## config.mk

```make
export PLATFORM = sky130hd
export DESIGN_NAME = tensor_core_instruction_scheduler
export DESIGN_NICKNAME = d
export VERILOG_FILES = /design/src/rtl/tensor_core_instruction_scheduler.sv
export SDC_FILE = /design/constraint.sdc
export NUM_CORES = 1
export LEC_CHECK = 0
export CORE_MARGIN = 5
export CORE_UTILIZATION = 43
export CTS_CLUSTER_DIAMETER = 200
export DETAILED_ROUTE_END_ITERATION = 8
export GPL_TIMING_DRIVEN = 0
export PLACE_DENSITY = 0.78
export SYNTH_ARGS = -nofsm -noshare
export SYNTH_HDL_FRONTEND = slang
export SYNTH_SLANG_ARGS = --single-unit
```

## constraint.sdc

```tcl
create_clock -name clock_in -period 3.3 [get_ports clock_in]
set_clock_uncertainty 0.2 [all_clocks]
set_input_delay 0.33 -clock clock_in [delete_from_list [all_inputs] [get_ports clock_in]]
set_output_delay 0.33 -clock clock_in [all_outputs]
set_load 0.01 [all_outputs]
```

## src/rtl/tensor_core_instruction_scheduler.sv

```systemverilog
// Instruction scheduler: arbitrates requester streams onto the cpu instruction bus, with burst/operate locks.
// Define SCHEDULER_FIXED_PRIORITY_EN for lowest-index-wins arbitration (default: round-robin).
//
// state    | meaning
// ARB      | arbitrate requesters, decode the accepted word
// BURST_WR | forward owner data beats unmodified
// BURST_RD | emit NOPs while the burst read drains
// OP_WAIT  | emit NOPs while the tensor-core operate runs
module tensor_core_instruction_scheduler #(
  parameter int REQ_COUNT       = 2,
  parameter int INSTR_WIDTH     = 16,
  parameter int BURST_BEATS     = 5,
  parameter int OPERATE_LATENCY = 5,
  localparam int IDX_W = (REQ_COUNT > 1) ? $clog2(REQ_COUNT) : 1
) (
  input  logic                               clock_in,
  input  logic                               reset_in,
  input  logic [REQ_COUNT-1:0]               req_valid_in,
  input  logic [REQ_COUNT*INSTR_WIDTH-1:0]   req_instruction_in,
  output logic [REQ_COUNT-1:0]               req_ready_out,
  output logic [INSTR_WIDTH-1:0]             instruction_out,
  output logic                               instruction_valid_out,
  output logic [IDX_W-1:0]                   grant_index_out,
  output logic                               busy_out,
  output logic                               burst_underrun_out
);

  localparam logic [1:0] ARB      = 2'd0;
  localparam logic [1:0] BURST_WR = 2'd1;
  localparam logic [1:0] BURST_RD = 2'd2;
  localparam logic [1:0] OP_WAIT  = 2'd3;

  localparam int BEAT_W = $clog2(BURST_BEATS + 1);
  localparam int WAIT_W = $clog2(OPERATE_LATENCY + 1);

  logic [1:0]             state;
  logic [BEAT_W-1:0]      beat_cnt;
  logic [WAIT_W-1:0]      wait_cnt;
  logic [IDX_W-1:0]       owner_idx;
  logic [IDX_W-1:0]       scan_base;
  logic [IDX_W-1:0]       win_idx;
  logic                   found;
  int                     scan;
  logic [INSTR_WIDTH-1:0] req_word [REQ_COUNT];
  logic [INSTR_WIDTH-1:0] win_word;
  logic [1:0]             opcode;
  logic [1:0]             sel;

  for (genvar g = 0; g < REQ_COUNT; g++) begin : g_split
    assign req_word[g] = req_instruction_in[g*INSTR_WIDTH +: INSTR_WIDTH];
  end

`ifdef SCHEDULER_FIXED_PRIORITY_EN
  assign scan_base = '0;
`else
  logic [IDX_W-1:0] rr_ptr;
  logic [IDX_W-1:0] next_ptr;

  assign scan_base = rr_ptr;
  assign next_ptr  = (int'(win_idx) == REQ_COUNT - 1) ? '0 : win_idx + 1'b1;

  always_ff @(posedge clock_in) begin
    if (reset_in)
      rr_ptr <= '0;
    else if (state == ARB && found)
      rr_ptr <= next_ptr;
  end
`endif

  // First valid requester at or above scan_base, wrapping around.
  always_comb begin
    found   = 1'b0;
    win_idx = '0;
    scan    = 0;
    for (int k = 0; k < REQ_COUNT; k++) begin
      scan = int'(scan_base) + k;
      if (scan >= REQ_COUNT) scan = scan - REQ_COUNT;
      if (!found && req_valid_in[IDX_W'(scan)]) begin
        found   = 1'b1;
        win_idx = IDX_W'(scan);
      end
    end
  end

  assign win_word = req_word[win_idx];
  assign opcode   = win_word[1:0];
  assign sel      = win_word[3:2];

  always_comb begin
    req_ready_out = '0;
    if (!reset_in) begin
      if (state == ARB)
        req_ready_out[win_idx] = found;
      else if (state == BURST_WR)
        req_ready_out[owner_idx] = 1'b1;
    end
  end

  assign busy_out = (state != ARB);

  always_ff @(posedge clock_in) begin
    if (reset_in) begin
      state                 <= ARB;
      beat_cnt              <= '0;
      wait_cnt              <= '0;
      owner_idx             <= '0;
      instruction_out       <= '0;
      instruction_valid_out <= 1'b0;
      grant_index_out       <= '0;
      burst_underrun_out    <= 1'b0;
    end else begin
      case (state)
        ARB: begin
          if (found) begin
            instruction_out       <= win_word;
            instruction_valid_out <= 1'b1;
            grant_index_out       <= win_idx;
            if (opcode == 2'b11 && (sel == 2'b01 || sel == 2'b10)) begin
              state     <= BURST_WR;
              beat_cnt  <= BEAT_W'(BURST_BEATS);
              owner_idx <= win_idx;
            end else if (opcode == 2'b11 && sel == 2'b00) begin
              state    <= BURST_RD;
              beat_cnt <= BEAT_W'(BURST_BEATS);
            end else if (opcode == 2'b10) begin
              state    <= OP_WAIT;
              wait_cnt <= WAIT_W'(OPERATE_LATENCY);
            end
          end else begin
            instruction_out       <= '0;
            instruction_valid_out <= 1'b0;
          end
        end
        BURST_WR: begin
          // A missing beat still consumes a slot: the cpu burst index advances regardless.
          if (req_valid_in[owner_idx]) begin
            instruction_out       <= req_word[owner_idx];
            instruction_valid_out <= 1'b1;
            grant_index_out       <= owner_idx;
          end else begin
            instruction_out       <= '0;
            instruction_valid_out <= 1'b0;
            burst_underrun_out    <= 1'b1;
          end
          beat_cnt <= beat_cnt - 1'b1;
          if (beat_cnt == BEAT_W'(1)) state <= ARB;
        end
        BURST_RD: begin
          instruction_out       <= '0;
          instruction_valid_out <= 1'b0;
          beat_cnt              <= beat_cnt - 1'b1;
          if (beat_cnt == BEAT_W'(1)) state <= ARB;
        end
        OP_WAIT: begin
          instruction_out       <= '0;
          instruction_valid_out <= 1'b0;
          wait_cnt              <= wait_cnt - 1'b1;
          if (wait_cnt == WAIT_W'(1)) state <= ARB;
        end
        default: state <= ARB;
      endcase
    end
  end

endmodule

```

==> results of run 1 <==
state kept, by name (all words and copies together) (netlist names):
| name | flops |
|---|---|
| state | 2 |
| instruction_out | 16 |
| wait_cnt | 3 |
| rr_ptr | 1 |
| instruction_valid_out | 1 |
| owner_idx | 1 |
| burst_underrun_out | 1 |
| beat_cnt | 3 |
| grant_index_out | 1 |
layout make-up:
type / count / area (µm²)
inverter: 13 / 48.8
tap: 46 / 57.6
timing repair buffer: 57 / 571
clock buffer: 7 / 55.1
multi-input combinational: 120 / 816
buffer: 9 / 73.8
fill: 293 / 1190
sequential: 29 / 581
per-stage QoR:
stage               power, mW  cell area [µm²]
floorplan               0.920             1520
global placement         1.16             2150
detailed placement       1.17             2150
CTS                      1.40             2200
global route             1.49             2200
finish                   1.38             2200
metal layers:
metal | vias up | global-route usage [%] | part of all wire, %
met5 | - | 0 | 0
met4 | 0 | 4.56 | 0.57
met3 | 4 | 5.36 | 5.9
met2 | 38 | 25.7 | 48
met1 | 649 | 19.2 | 46
li1 | 730 | - | -
worst max-delay path, cell delays in order:
cell             delay [ps]
clkdlybuf4s50_1         550
buf_1                   460
clkbuf_1                420
nor2_1                  100
clkdlybuf4s50_1         500
power groups by stage:
| stage | registers [mW] | clock network [mW] | logic, mW |
|---|---|---|---|
| 3_3_place_gp | 0.481 | 0 | 0.680 |
| 5_1_grt | 0.487 | 0.242 | 0.759 |
| 6_report | 0.474 | 0.220 | 0.689 |
| 2_1_floorplan | 0.506 | 0 | 0.414 |
| 4_1_cts | 0.475 | 0.230 | 0.694 |
| 3_5_place_dp | 0.484 | 0 | 0.691 |
worst max path at each step:
stage	end	from	cells after the start
floorplan	state[0]$_SDFFE_PP0P_	rr_ptr$_SDFFE_PP0P_	9
global placement	req_ready_out[0]	reset_in	5
detailed placement	req_ready_out[0]	reset_in	5
CTS	req_ready_out[0]	reset_in	5
global route	req_ready_out[0]	reset_in	5
finish	req_ready_out[1]	reset_in	5
cells by family (layout without fill, tap and decap cells):
logic type / count (synthesis) / after routing / share of synthesized area [%]
DFF: 29 / 29 / 38.2
buffers and inverters: 22 / 86 / 8.07
and+or+nand+nor: 61 / 61 / 19.8
muxes: 4 / 4 / 2.72
adders and majority gates: 10 / 10 / 8.24
AOI/OAI and AO/OA: 44 / 44 / 22.4
xor gates and xnor gates: 1 / 1 / 0.577
Yosys cell counts:
cell type,n
a21oi_1,6
buf_4,1
a222oi_1,1
nand3_1,1
a211oi_1,1
o21ai_4,1
or2_2,1
and3b_2,1
or2b_1,1
and3_1,1
nor3b_1,3
and4_4,1
nor3_1,3
nand3b_1,2
a21oi_2,1
mux2i_1,3
dfxtp_1,29
a31oi_1,1
a31o_2,1
a41o_4,1
a21o_1,1
buf_2,1
a22oi_1,17
nand2_1,10
ha_1,10
xor2_1,1
a2111oi_2,1
clkbuf_8,2
buf_1,2
nor2_1,28
nand4_1,3
o21ai_1,2
clkbuf_1,1
o21ai_0,5
buf_6,2
a221o_1,1
a41o_1,1
mux2_2,1
nor2_2,1
nand2b_1,4
a32o_1,1
o22a_2,1
inv_1,13
o22ai_1,1
and2_4,1
layout by cell type, fill, tap and decap left out, types with 4 or more instances in the layout:
master,count
a21oi_1,6
a22oi_1,17
clkbuf_4,5
clkdlybuf4s50_1,57
dfxtp_1,29
ha_1,10
inv_1,13
nand2_1,10
nand2b_1,4
nor2_1,28
o21ai_0,5
==> flow_metrics.env, run 1 <==
export IMPL_irDropWorstVdd_uv=313
export IMPL_pwr_share_clk_pct=15.9
export IMPL_root_buffer="clkbuf_4"
export IMPL_synthDistinctLibCells=45
export IMPL_ant_nets=0
export IMPL_nets=281
export IMPL_hold_depth=2
export IMPL_path_clk_slew_ps=90
export IMPL_setup_viol=0
export IMPL_postCtsSetupBuffers=0
export IMPL_vias_per_cell=5.06
export IMPL_avgSynthCellArea_um2=8.88
export IMPL_fmaxAchievable_ghz=0.345
export IMPL_rrSetupSlack_ps=820
export IMPL_drt_total_wl_um=3690
export IMPL_drc=0
export IMPL_grt_pass1_vias=1310
export IMPL_ys_top_cells_by_area="dfxtp_1 38%, a22oi_1 8.4%, ha_1 8.2%"
export IMPL_core_um2=3390
export IMPL_grt_pass1_wl_um=6180
export IMPL_fin_cells=281
export IMPL_synth_nets=217
export IMPL_die_x_um=69.4
export IMPL_ctsHoldBuffers=0
export IMPL_leakagePower_nw=0.875
export IMPL_yosys_warnings=0
export IMPL_grtUsageTotal_pct=15.6
export IMPL_seq_area_frac_synth_pct=38.2
export IMPL_synthCells=171
export IMPL_portBuffers=57
export IMPL_crit_fanout=10
export IMPL_antenna_found_initial=0
export IMPL_htreeDepth=2
export IMPL_hp_start="burst_underrun_out$_SDFFE_PP0P_"
export IMPL_worstSkewPairLatency_ps=320
export IMPL_die_area_um2=4820
export IMPL_clock_path_buffers=2
export IMPL_tightest_slew_ps=563
export IMPL_rsz0062_at_grt="false"
export IMPL_synth_top_area_share_pct=38.2
export IMPL_worstHoldPathType="flip-flop to flip-flop"
export IMPL_cts_resized=0
export IMPL_dr_total_vias=1421
export IMPL_drt_iter0_markers=37
export IMPL_die_y_um=69.4
export IMPL_initial_core_util_pct=44.8
export IMPL_powerDensity_nw_per_um2=628
export IMPL_placed_cells=274
export IMPL_crit_path_end_kind="output pin"
export IMPL_status="finished clean"
export IMPL_cts_tree="done"
export IMPL_timing_rr_end="state[0]$_SDFFE_PP0P_"
export IMPL_fin_util_pct=65.0
export IMPL_cts_buffers_inserted=5
export IMPL_min_to="burst_underrun_out$_SDFFE_PP0P_"
export IMPL_ys_seq_elements=29
export IMPL_r2r_start="rr_ptr$_SDFFE_PP0P_"
export IMPL_hold_slack_ps=277
export IMPL_p_int_mw=0.889
export IMPL_postLayoutSetupSlackWorst_ps=401
export IMPL_crit_required_ps=2770
export IMPL_fin_tns_setup_ps=0
export IMPL_p_sw_mw=0.493
export IMPL_pwr_share_comb_pct=49.8
export IMPL_drv_cap=0
export IMPL_dpl_hpwl_um=2850
export IMPL_seqPwrFrac_pct=34.3
export IMPL_rr_worst_depth=9
export IMPL_gr_total_overflow=0
export IMPL_min_period_ps=2900
export IMPL_cp_start_kind="input pin"
export IMPL_diodes=0
export IMPL_crit_arrival_ps=2370
export IMPL_maxSlewViolCount=0
export IMPL_syn_to_final_growth_pct=45.0
export IMPL_clock_sinks=29
export IMPL_place_gp_congestion=0.780
export IMPL_synth_area_um2=1520
export IMPL_period_share_pct=87.8
export IMPL_ios=58
export IMPL_grt_start_max_net_pins=11
export IMPL_dr_pass1_iters=4
export IMPL_crit_type="input pin to output pin"
export IMPL_relSlewSlack_pct=62.5
export IMPL_netSwitchingFraction_pct=35.7
export IMPL_wire_per_inst_um=13.1
export IMPL_finalHoldViolations=0
export IMPL_rows=21
export IMPL_drive_above_1_share_pct=10.2
export IMPL_place_ws_ps=377
export IMPL_synth_top_area_cell="dfxtp_1"
No activity file was read; power rests on OpenSTA's default activity.
==> run 2: changes to the inputs <==
- SKIP_CTS_REPAIR_TIMING: unset -> 1
==> results of run 2 <==
No change in the layout: final DEF, timing and power equal those of run 1.
